`src/rtl/signed_vector_scale.sv`:
```
// signed_vector_scale: multiplies a packed sign-magnitude Q8.10 vector {x, y, z}
// by a sign-magnitude Q8.10 scalar, one component per cycle through a single
// shared 18x18 magnitude multiplier. Results saturate per component and never
// carry a negative zero.
module signed_vector_scale (
    input  logic        clk,
    input  logic        rst_n,
    input  logic        in_valid,
    output logic        in_ready,
    input  logic [56:0] in_vector,
    input  logic [18:0] in_scalar,
    output logic        out_valid,
    input  logic        out_ready,
    output logic [56:0] out_vector,
    output logic [2:0]  out_ovf,
    output logic        busy
);

    typedef enum logic [2:0] {
        IDLE  = 3'd0,
        MUL_X = 3'd1,
        MUL_Y = 3'd2,
        MUL_Z = 3'd3,
        DONE  = 3'd4
    } state_t;

    state_t      state;
    state_t      state_next;

    // Operand registers, captured on the accept edge so upstream is free afterwards
    logic [56:0] op_vector;
    logic [18:0] op_scalar;

    // Shared datapath signals
    logic [18:0] cur_comp;
    logic [35:0] product;
    logic [25:0] quot;
    logic        sat;
    logic [17:0] res_mag;
    logic        res_sign;

    // State register
    always_ff @(posedge clk or negedge rst_n) begin
        if (!rst_n) begin
            state <= IDLE;
        end else begin
            state <= state_next;
        end
    end

    // Next-state logic and handshake outputs
    always_comb begin
        state_next = state;
        in_ready   = 1'b0;
        out_valid  = 1'b0;
        busy       = 1'b1;
        unique case (state)
            IDLE: begin
                in_ready = 1'b1;
                busy     = 1'b0;
                if (in_valid) begin
                    state_next = MUL_X;
                end
            end
            MUL_X: state_next = MUL_Y;
            MUL_Y: state_next = MUL_Z;
            MUL_Z: state_next = DONE;
            DONE: begin
                out_valid = 1'b1;
                if (out_ready) begin
                    state_next = IDLE;
                end
            end
            default: state_next = IDLE;
        endcase
    end

    // Select the component for the current multiply state
    always_comb begin
        cur_comp = op_vector[18:0];
        case (state)
            MUL_X:   cur_comp = op_vector[56:38];
            MUL_Y:   cur_comp = op_vector[37:19];
            default: cur_comp = op_vector[18:0];
        endcase
    end

    // Magnitude multiply, truncate to Q8.10, saturate, and fix up the sign
    always_comb begin
        product  = {18'b0, cur_comp[17:0]} * {18'b0, op_scalar[17:0]};
        quot     = 26'(product >> 10);
        sat      = |quot[25:18];
        res_mag  = sat ? '1 : quot[17:0];
        // a zero magnitude always goes out as +0
        res_sign = (res_mag != '0) && (cur_comp[18] ^ op_scalar[18]);
    end

    // Operand capture and per-component result write-back
    always_ff @(posedge clk or negedge rst_n) begin
        if (!rst_n) begin
            op_vector  <= '0;
            op_scalar  <= '0;
            out_vector <= '0;
            out_ovf    <= '0;
        end else begin
            case (state)
                IDLE: begin
                    if (in_valid) begin
                        op_vector <= in_vector;
                        op_scalar <= in_scalar;
                    end
                end
                MUL_X: begin
                    out_vector[56:38] <= {res_sign, res_mag};
                    out_ovf[2]        <= sat;
                end
                MUL_Y: begin
                    out_vector[37:19] <= {res_sign, res_mag};
                    out_ovf[1]        <= sat;
                end
                MUL_Z: begin
                    out_vector[18:0]  <= {res_sign, res_mag};
                    out_ovf[0]        <= sat;
                end
                default: ;
            endcase
        end
    end

endmodule

```
`config.mk`:
```
export PLATFORM = sky130hd
export DESIGN_NAME = signed_vector_scale
export DESIGN_NICKNAME = d
export VERILOG_FILES = /design/src/rtl/signed_vector_scale.sv
export SDC_FILE = /design/constraint.sdc
export NUM_CORES = 1
export LEC_CHECK = 0
export ABC_AREA = 1
export CELL_PAD_IN_SITES_DETAIL_PLACEMENT = 0
export CELL_PAD_IN_SITES_GLOBAL_PLACEMENT = 2
export CORE_UTILIZATION = 39
export DETAILED_ROUTE_END_ITERATION = 16
export GPL_TIMING_DRIVEN = 0
export PLACE_DENSITY_LB_ADDON = 0.1
export SETUP_SLACK_MARGIN = 0.2
export SLEW_MARGIN = 30
export SYNTH_ARGS = -nofsm -noshare
export SYNTH_HDL_FRONTEND = slang
export SYNTH_SLANG_ARGS = --single-unit
```
`constraint.sdc`:
```
create_clock -name clk -period 19 [get_ports clk]
set_input_delay 2.85 -clock clk [delete_from_list [all_inputs] [get_ports clk]]
set_output_delay 2.85 -clock clk [all_outputs]
set_load 0.02 [all_outputs]
```
# [After elaboration in Yosys (flattened, before gate mapping)]
# Index checks and enable logic that the tools add are counted.
# W data, S select, Z words.
[op_classes] mul=1 n_eq_ne=6 n_mux=8 n_bitwise=1 reduce_logical=6
[op_table] op="$pmux W19 S2" n=1
[op_table] op="$mul A18 B18 Y36" n=1
[op_table] op="$mux W18" n=1
[op_table] op="$reduce_bool A18 Y1" n=1
[op_table] op="$pmux W3 S5" n=1
[op_table] op="$reduce_or A8 Y1" n=1
[op_table] op="$eq A3 B2 Y1 const B" n=2
[op_table] op="$mux W3" n=2
[op_table] op="$ne A2 B2 Y1 const B" n=2
[op_table] op="$reduce_and A2 Y1" n=2
[op_table] op="$eq A3 B1 Y1 const B" n=1
[op_table] op="$eq A3 B3 Y1 const B" n=1
[op_table] op="$logic_not A3 Y1" n=1
[op_table] op="$mux W1" n=3
[op_table] op="$logic_and A1 B1 Y1" n=1
[op_table] op="$xor A1 B1 Y1" n=1
[totals] register_bits=139 input_bits=80 elab_cells=31

# [Logic depth before layout (Yosys ltp)]
# Gate-level depths: netlist (run 1).
[logic_depth] word_depth=7 depth_mapped=41 ltp_nobuf=40

# [Worst setup path before layout (run 1)]
# Ideal clock, no wire load.
[synth_path] path_type="register -> register" from="register state[1]" to="register out_vector[24]" setup_ns=0.116 t_arrival_ns=6.643 path_slack_ns=12.240 path_stages_with_launch=37 cell_sequence="dfrtp_1 nor3_1 inv_1 buf_2 clkbuf_1 o22ai_1 a21oi_2 inv_2 nand2_1 fa_1 inv_1 fa_1 inv_1 fa_1 inv_1 fa_1 fa_1 inv_1 fa_1 inv_1 ha_1 nand2_1 inv_1 nand2_1 nand2_1 a21oi_1 nor2_1 nor2_1 nand2_1 nand2_1 nand3_1 nor2_2 nand2_2 buf_6 or2_4 nand2_1 nand2_1"
[synth_between] elab_chain_len=5
[synth_rtl] item="start: declaration" line_no="27" rtl="state_t state;"
[synth_rtl] item="start signal: assignment" line_no="47" rtl="state <= state_next;"
[synth_rtl] item="$eq A3 B2 Y1 / $eq A3 B1 Y1 (equally long branches)" line_no="81, 106"
[synth_rtl] item="$pmux W19 S2" line_no="81" rtl="case (state)"
[synth_rtl] item="$mul A18 B18 Y36" line_no="90" rtl="product = {18'b0, cur_comp[17:0]} * {18'b0, op_scalar[17:0]};"
[synth_rtl] item="$reduce_or A8 Y1" line_no="92" rtl="sat = |quot[25:18];"
[synth_rtl] item="$mux W18" line_no="93" rtl="res_mag = sat ? '1 : quot[17:0];"
[synth_rtl] item="end signal: assignment" line_no="118" rtl="out_vector[37:19] <= {res_sign, res_mag};"
[synth_rtl] item="end: declaration" line_no="14" rtl="output logic [56:0] out_vector,"
# Parallel ways exist; a longest one is shown, timed or not.
# A chain may end at the register's enable or synchronous reset.

# [Worst setup path after layout (run 1)]
[layout_path] from="register state[1]" to="register out_vector[41]"
[layout_between] elab_chain_len=5
[layout_rtl] item="$eq A3 B2 Y1 / $eq A3 B1 Y1 (equally long branches)" line_no="81, 106"
[layout_rtl] item="$pmux W19 S2" line_no="81"
[layout_rtl] item="$mul A18 B18 Y36" line_no="90"
[layout_rtl] item="$reduce_or A8 Y1" line_no="92"
[layout_rtl] item="$mux W18" line_no="93"
[layout_rtl] item="end signal: assignment" line_no="114" rtl="out_vector[56:38] <= {res_sign, res_mag};"
# Parallel ways exist; a longest one is shown, timed or not.

==> results.md, run 1 <==
- Syn Std Cell Area: around 0.017 mm²
- Outcome: finished, final reports clean
- Critical path class: reg -> reg
- Worst setup EP type: flip-flop
- Footprint of the multi-input gates: between 0.01 and 0.015 mm²
- Final min period: approximately 9 ns
- Post-CTS Setup Bufs: 0
- Vias: roughly 14000
- Longest Clk Path Bufs: 2
- Syn Area/Cell: slightly below 8 µm²
- TritonCTS clock tree: built
- Final setup vio count: 0
- Max Slew Vio Count: 0
- Synth Area in Simple Gates: between 20% and 30%
- Worst-margin pin slew: 1.04 ns
- Clk sink count: between 100 and 150
- # nets final: 2714
- Crit path max-delay family: adder cells
- Post-synth net total: ~2600
- Post-synthesis sequential area ratio: about a fifth
- Skew-Pair Late Insertion Delay: 0.49 ns
- Synth Area in Adders: around 38%
- Die X: about 210 µm
- Buffers and inverters on the worst path: 7
- Routed WL: roughly 53000 µm
- Setup TNS: 0 ns
- RSZ-0062 raised after global routing: false
- Area share of the largest cell type after synthesis: a little under a third
- Pre-CTS setup slack: around 10 ns
- Cell taking the most area after synthesis: fa_1
- Worst path required time: 19.31 ns
- Crit share post-route: roughly 48%
- Congestion Overflow GR: 0
- Detailed placement HPWL: around 44000 µm
- Asr flop ratio synth: 100%
- Initial DRC count: about 670
- Area contributors post-synth: fa_1, dfrtp_1, nand2_1
- Final core utilization: a little under half
- Drt drc: 0
- Xor/xnor share of the synthesized area: less than 1%
- First-pass GRT wire length: ~84000 µm
- Mapped Cells: 2111
- Post-synth top cells: nand2_1, inv_1, nor2_1
- Top-count cell post-synth: nand2_1
- Rows: 75
- Post-cts sizing count: 0
- Flops & latches, synth: about 140
- Main combinational cell family by area after synthesis: adder cells
- Largest net degree at the start of global routing: 77
- Worst slew margin: slightly above 30%
- I/O Buffers: approximately 140
- Num CTS Buffers: 17
- Hold Violations, Final: 0
- Die height: 209 µm
- Per-cell routed wire length: between 15 and 20 µm
- Antenna diode count: 0
- GRT Total Usage: between 20% and 30%
- Setup skew after layout: ~0.030 ns
- Placer Congestion: between 0.9 and 1
- Initial Utilization: between 30% and 40%
- # hold bufs at CTS: 0
- Max Clk Rate: ~0.11 GHz
- Root buf cell: clkbuf_16
- Placeable Area: 0.0421 mm²
- FF/Latch Area: between 0.003 and 0.004 mm²
- Vias in the first global route: 14760
- Mux share of post-synthesis cell area: under 10%
- Clock H-tree levels: 4
- Share of cells above drive strength 1: under 10%
- Worst-path fanout max: 10
- IO Pins: between 100 and 150
- Top FF cell, synth: dfrtp_1
- 1st-pass router iterations: 7
- Area Overhead vs Synth: 16.4%
- # fillers: about 4300
- Compound-Gate Fraction of Synth Area: under 10%
- CP max stage delay: between 0.8 and 0.9 ns
- Yosys cell types: 35
- Yosys warning count: 0
- Critical-path top delay cell: a21oi_1
- Hold Path Class: reg -> reg
- Number of synthesized flops with an enable pin: 0
- Vias per std cell: 4.83
- Initial antenna violation count: 0
- PnR worst setup slack: just under 10 ns
- Max_cap viols: 0
- Worst Setup Start Kind: flip-flop
- Antenna Nets Post-Route: 0
- Reg clk slew, reported paths: roughly 0.070 ns
- Die footprint: around 0.044 mm²
- Worst EP arrival: 9.41 ns
[sequential cells by signal, summed over array words and instances (netlist names)]
name / flops
state: 3
out_vector: 57
op_scalar: 19
out_ovf: 3
op_vector: 57
[layout by cell type, fill, tap and decap left out, drive strengths merged]
cell	count
inv	505
ha	107
a31oi	8
fa	254
bufinv	1
clkinvlp	2
nor2	287
clkbuf	60
a21o	1
clkdlybuf4s50	141
mux2	22
clkinv	10
buf	22
or2	2
and2	3
o22ai	18
nand3	44
xor2	8
nand2	493
o21bai	3
nand4	7
dfrtp	139
o21ai	34
xnor2	2
nand3b	7
a21oi	99
nor3	7
[cell families (layout without fill, tap and decap cells)]
| logic type | after synthesis | count (layout) |
|---|---|---|
| fa+ha+maj | 361 | 361 |
| buf+inv | 566 | 741 |
| xor+xnor | 10 | 10 |
| simple gates | 850 | 850 |
| mux | 22 | 22 |
| flops | 139 | 139 |
| compound gates | 163 | 163 |
[worst reg2reg max path, delay by kind of cell (launching register included)]
kind                     cells  cell delay (ns)
adder cells (fa/ha/maj)      7             3.34
AND/OR/NAND/NOR             13             2.32
AO/OA/AOI/OAI                3             1.50
buffers and inverters        7             1.38
flip-flops                   1             0.41
[final timing paths]
path / from / endpoint / slack (ns) / cells after the start
worst max-delay path: state[1]$_DFFE_PN0P_ / out_vector[41]$_DFFE_PN0N_ / 9.90 / 30
worst min-delay path: out_vector[47]$_DFFE_PN0N_ / out_vector[47]$_DFFE_PN0N_ / 0.48 / 2
worst max register to register: state[1]$_DFFE_PN0P_ / out_vector[41]$_DFFE_PN0N_ / 9.90 / 30
worst min register to register: out_vector[47]$_DFFE_PN0N_ / out_vector[47]$_DFFE_PN0N_ / 0.48 / 2
max in group asynchronous: rst_n / op_scalar[13]$_DFFE_PN0P_ / 15.86 / 2
min in group asynchronous: rst_n / op_scalar[10]$_DFFE_PN0P_ / 2.31 / 1
[area by class of cell]
cell class,instances,share of cell area [%]
Multi-Input combinational cell,1406,56.9
Buffer,63,1.45
Inverter,503,9.71
Timing Repair Buffer,143,7.48
Clock buffer,17,2.19
Clock inverter,15,0.901
Tap cell,539,3.47
Sequential cell,139,17.9
[metal layers]
layer	part of all wire (%)	GRT usage, %
met4	2.1	6.95
met1	46	35.2
met2	47	42.0
met5	0	0
met3	4.8	4.81
[per-stage QoR]
stage	hold WS (ns)	instances	area, µm²
after floorplan	0.480	2111	16700
after global placement	0.464	2792	18800
after detailed placement	0.465	2793	18800
after CTS	0.483	2825	19400
after global routing	0.511	2825	19400
final	0.478	2825	19400
Power of run 1 is left out: the tool's default activity adds up to more than one toggle a clock period on the data nets, which glitch-free logic cannot reach.
==> inputs of run 2 (changes only) <==
- CORE_UTILIZATION: 39 -> 36
- clock period: 19 -> 9.1 ns (I/O delays scaled with it)
==> run 2 against run 1 <==
Sequential cell count did not move; first-iteration DRC count up 12%; via count grew 1.5%; die area increased by 8.3%; worst setup slack got worse by 9.2 ns; routed wire length increased by 3.6%; maximum frequency grew 8.3%; sequential share of layout area is 0.19 points lower; highest routed layer unchanged.
==> results.md, run 2 (synthesis gave the netlist of run 1 again) <==
- Worst setup EP type: flip-flop
- Max Slew Vio Count: 0
- Placeable Area: between 0.04 and 0.05 mm²
- Skew-Pair Late Insertion Delay: about 0.49 ns
- Max Clk Rate: approximately 0.12 GHz
- RR Endpoint: out_vector[53]$_DFFE_PN0N_
- Reg clk slew, reported paths: 0.07 ns
- Vias per std cell: approximately 4.8
- Worst-margin pin slew: roughly 0.94 ns
- R2r startpoint: state[2]$_DFFE_PN0P_
- Vias: around 14000
- Top Registers: op_vector x57, out_vector x57, op_scalar x19
- Area after DPL: about 0.019 mm²
- Max_cap viols: 0
- Worst Setup Start Kind: flip-flop
- Vias in the first global route: roughly 15000
- First-pass GRT wire length: between 80000 and 90000 µm
- Congestion Overflow GR: 0
- Worst slew margin: between 30 and 40%
- Num CTS Buffers: 17
- Worst path required time: 9.43 ns
- Most common cell after layout, fill and taps aside: nand2_1
- Die footprint: 0.0473 mm²
- GRT Total Usage: 24.7%
- Initial DRC count: ~750
- Die X: ~220 µm
- Critical Path Sink: out_vector[53]$_DFFE_PN0N_
- Share of cells above drive strength 1: 6.12%
- Per-cell routed wire length: around 19 µm
- Outcome: finished, final reports clean
- Initial antenna violation count: 0
- Final min period: between 8 and 9 ns
- Area Overhead vs Synth: 17.7%
- IO Pins: about 140
- R2r worst-path depth: 32
- Worst-path fanout max: 10
- Final core utilization: 43.1%
- # nets final: roughly 2700
- Final instance area: 0.0197 mm²
- RSZ-0062 raised after global routing: false
- Detailed placement HPWL: ~45000 µm
- Crit path max-delay family: adder cells
- Routed WL: between 50000 and 60000 µm
- Critical path class: reg -> reg
- Hold Violations, Final: 0
- Root buf cell: clkbuf_16
- Drt drc: 0
- Rows: 78
- Hold Path Class: reg -> reg
- Final setup vio count: 0
- Longest Clk Path Bufs: 2
- Placer Congestion: 0.882
- CP max stage delay: around 0.76 ns
- Buffers and inverters on the worst path: 8
- Antenna Nets Post-Route: 0
- Clk sink count: between 100 and 150
- I/O Buffers: between 100 and 150
- Commonest non-fill, non-tap cells in the layout: nand2_1, inv_1, nor2_1
- TritonCTS clock tree: built
- Worst EP arrival: about 9 ns
- Die height: between 200 and 250 µm
- # hold bufs at CTS: 0
- 1st-pass router iterations: 5
- Levels on crit path: 32
- Crit share post-route: 92.3%
- Clock H-tree levels: 4
- Critical-path top delay cell: clkbuf_1
- Reg2Reg Setup Slack: 0.70 ns
- Setup skew after layout: 0.0244 ns
- Largest net degree at the start of global routing: 80
- Worst Setup SP: state[2]$_DFFE_PN0P_
- Initial Utilization: between 30% and 40%
## run 2: cell type report
class                   instances  area, µm²
repair buffers                143       1450
flip-flops and latches        139       3480
multi-input cells            1406      11200
inverters                     503       1890
diodes                          2       5.00
fillers                      4768      25900
well taps                     600        751
plain buffers                  63        288
clock inverters                14        179
clock buffers                  18        429
## run 2: repair_timing
action / 4_1_cts / 5_1_grt
gates cloned: 0 / 0
pin swaps: 0 / 0
buffers inserted: 0 / 0
resized for setup: 4 / 24
setup endpoints to repair: 37 / 52
## run 2: worst min path at each step
| stage | from | endpoint | depth (start not counted) | slack (ns) |
|---|---|---|---|---|
| 2_1_floorplan | op_vector[0]$_DFFE_PN0P_ | op_vector[0]$_DFFE_PN0P_ | 1 | 0.48 |
| 3_3_place_gp | out_vector[18]$_DFFE_PN0P_ | out_vector[18]$_DFFE_PN0P_ | 2 | 0.47 |
| 3_5_place_dp | out_vector[26]$_DFFE_PN0N_ | out_vector[26]$_DFFE_PN0N_ | 2 | 0.47 |
| 4_1_cts | out_vector[47]$_DFFE_PN0N_ | out_vector[47]$_DFFE_PN0N_ | 2 | 0.49 |
| 5_1_grt | out_vector[47]$_DFFE_PN0N_ | out_vector[47]$_DFFE_PN0N_ | 2 | 0.51 |
| 6_report | out_vector[43]$_DFFE_PN0N_ | out_vector[43]$_DFFE_PN0N_ | 2 | 0.48 |
## run 2: worst min-delay path, delay by kind of cell (launching register included)
family           cells  cell delay, ns
flip-flops           1            0.34
AND/OR/NAND/NOR      2            0.11
## run 2: through the flow
stage	std cells	setup TNS, ns	worst slack [ns]	hold WS, ns
floorplan	2111	0	2.34	0.480
global placement	2853	-0.224	-0.0552	0.466
detailed placement	2854	-0.0892	-0.0254	0.468
CTS	2886	0	0.271	0.486
global route	2886	0	0.214	0.507
finish	2888	0	0.698	0.481
## run 2: metal layers
layer	share of wire (%)	vias to the layer above	track usage, %
li1	-	6542	-
met1	46	6878	34.0
met2	47	366	40.4
met3	5.0	60	3.49
met4	2.0	0	6.83
met5	0	-	0
Power of run 2 is left out for the same reason.
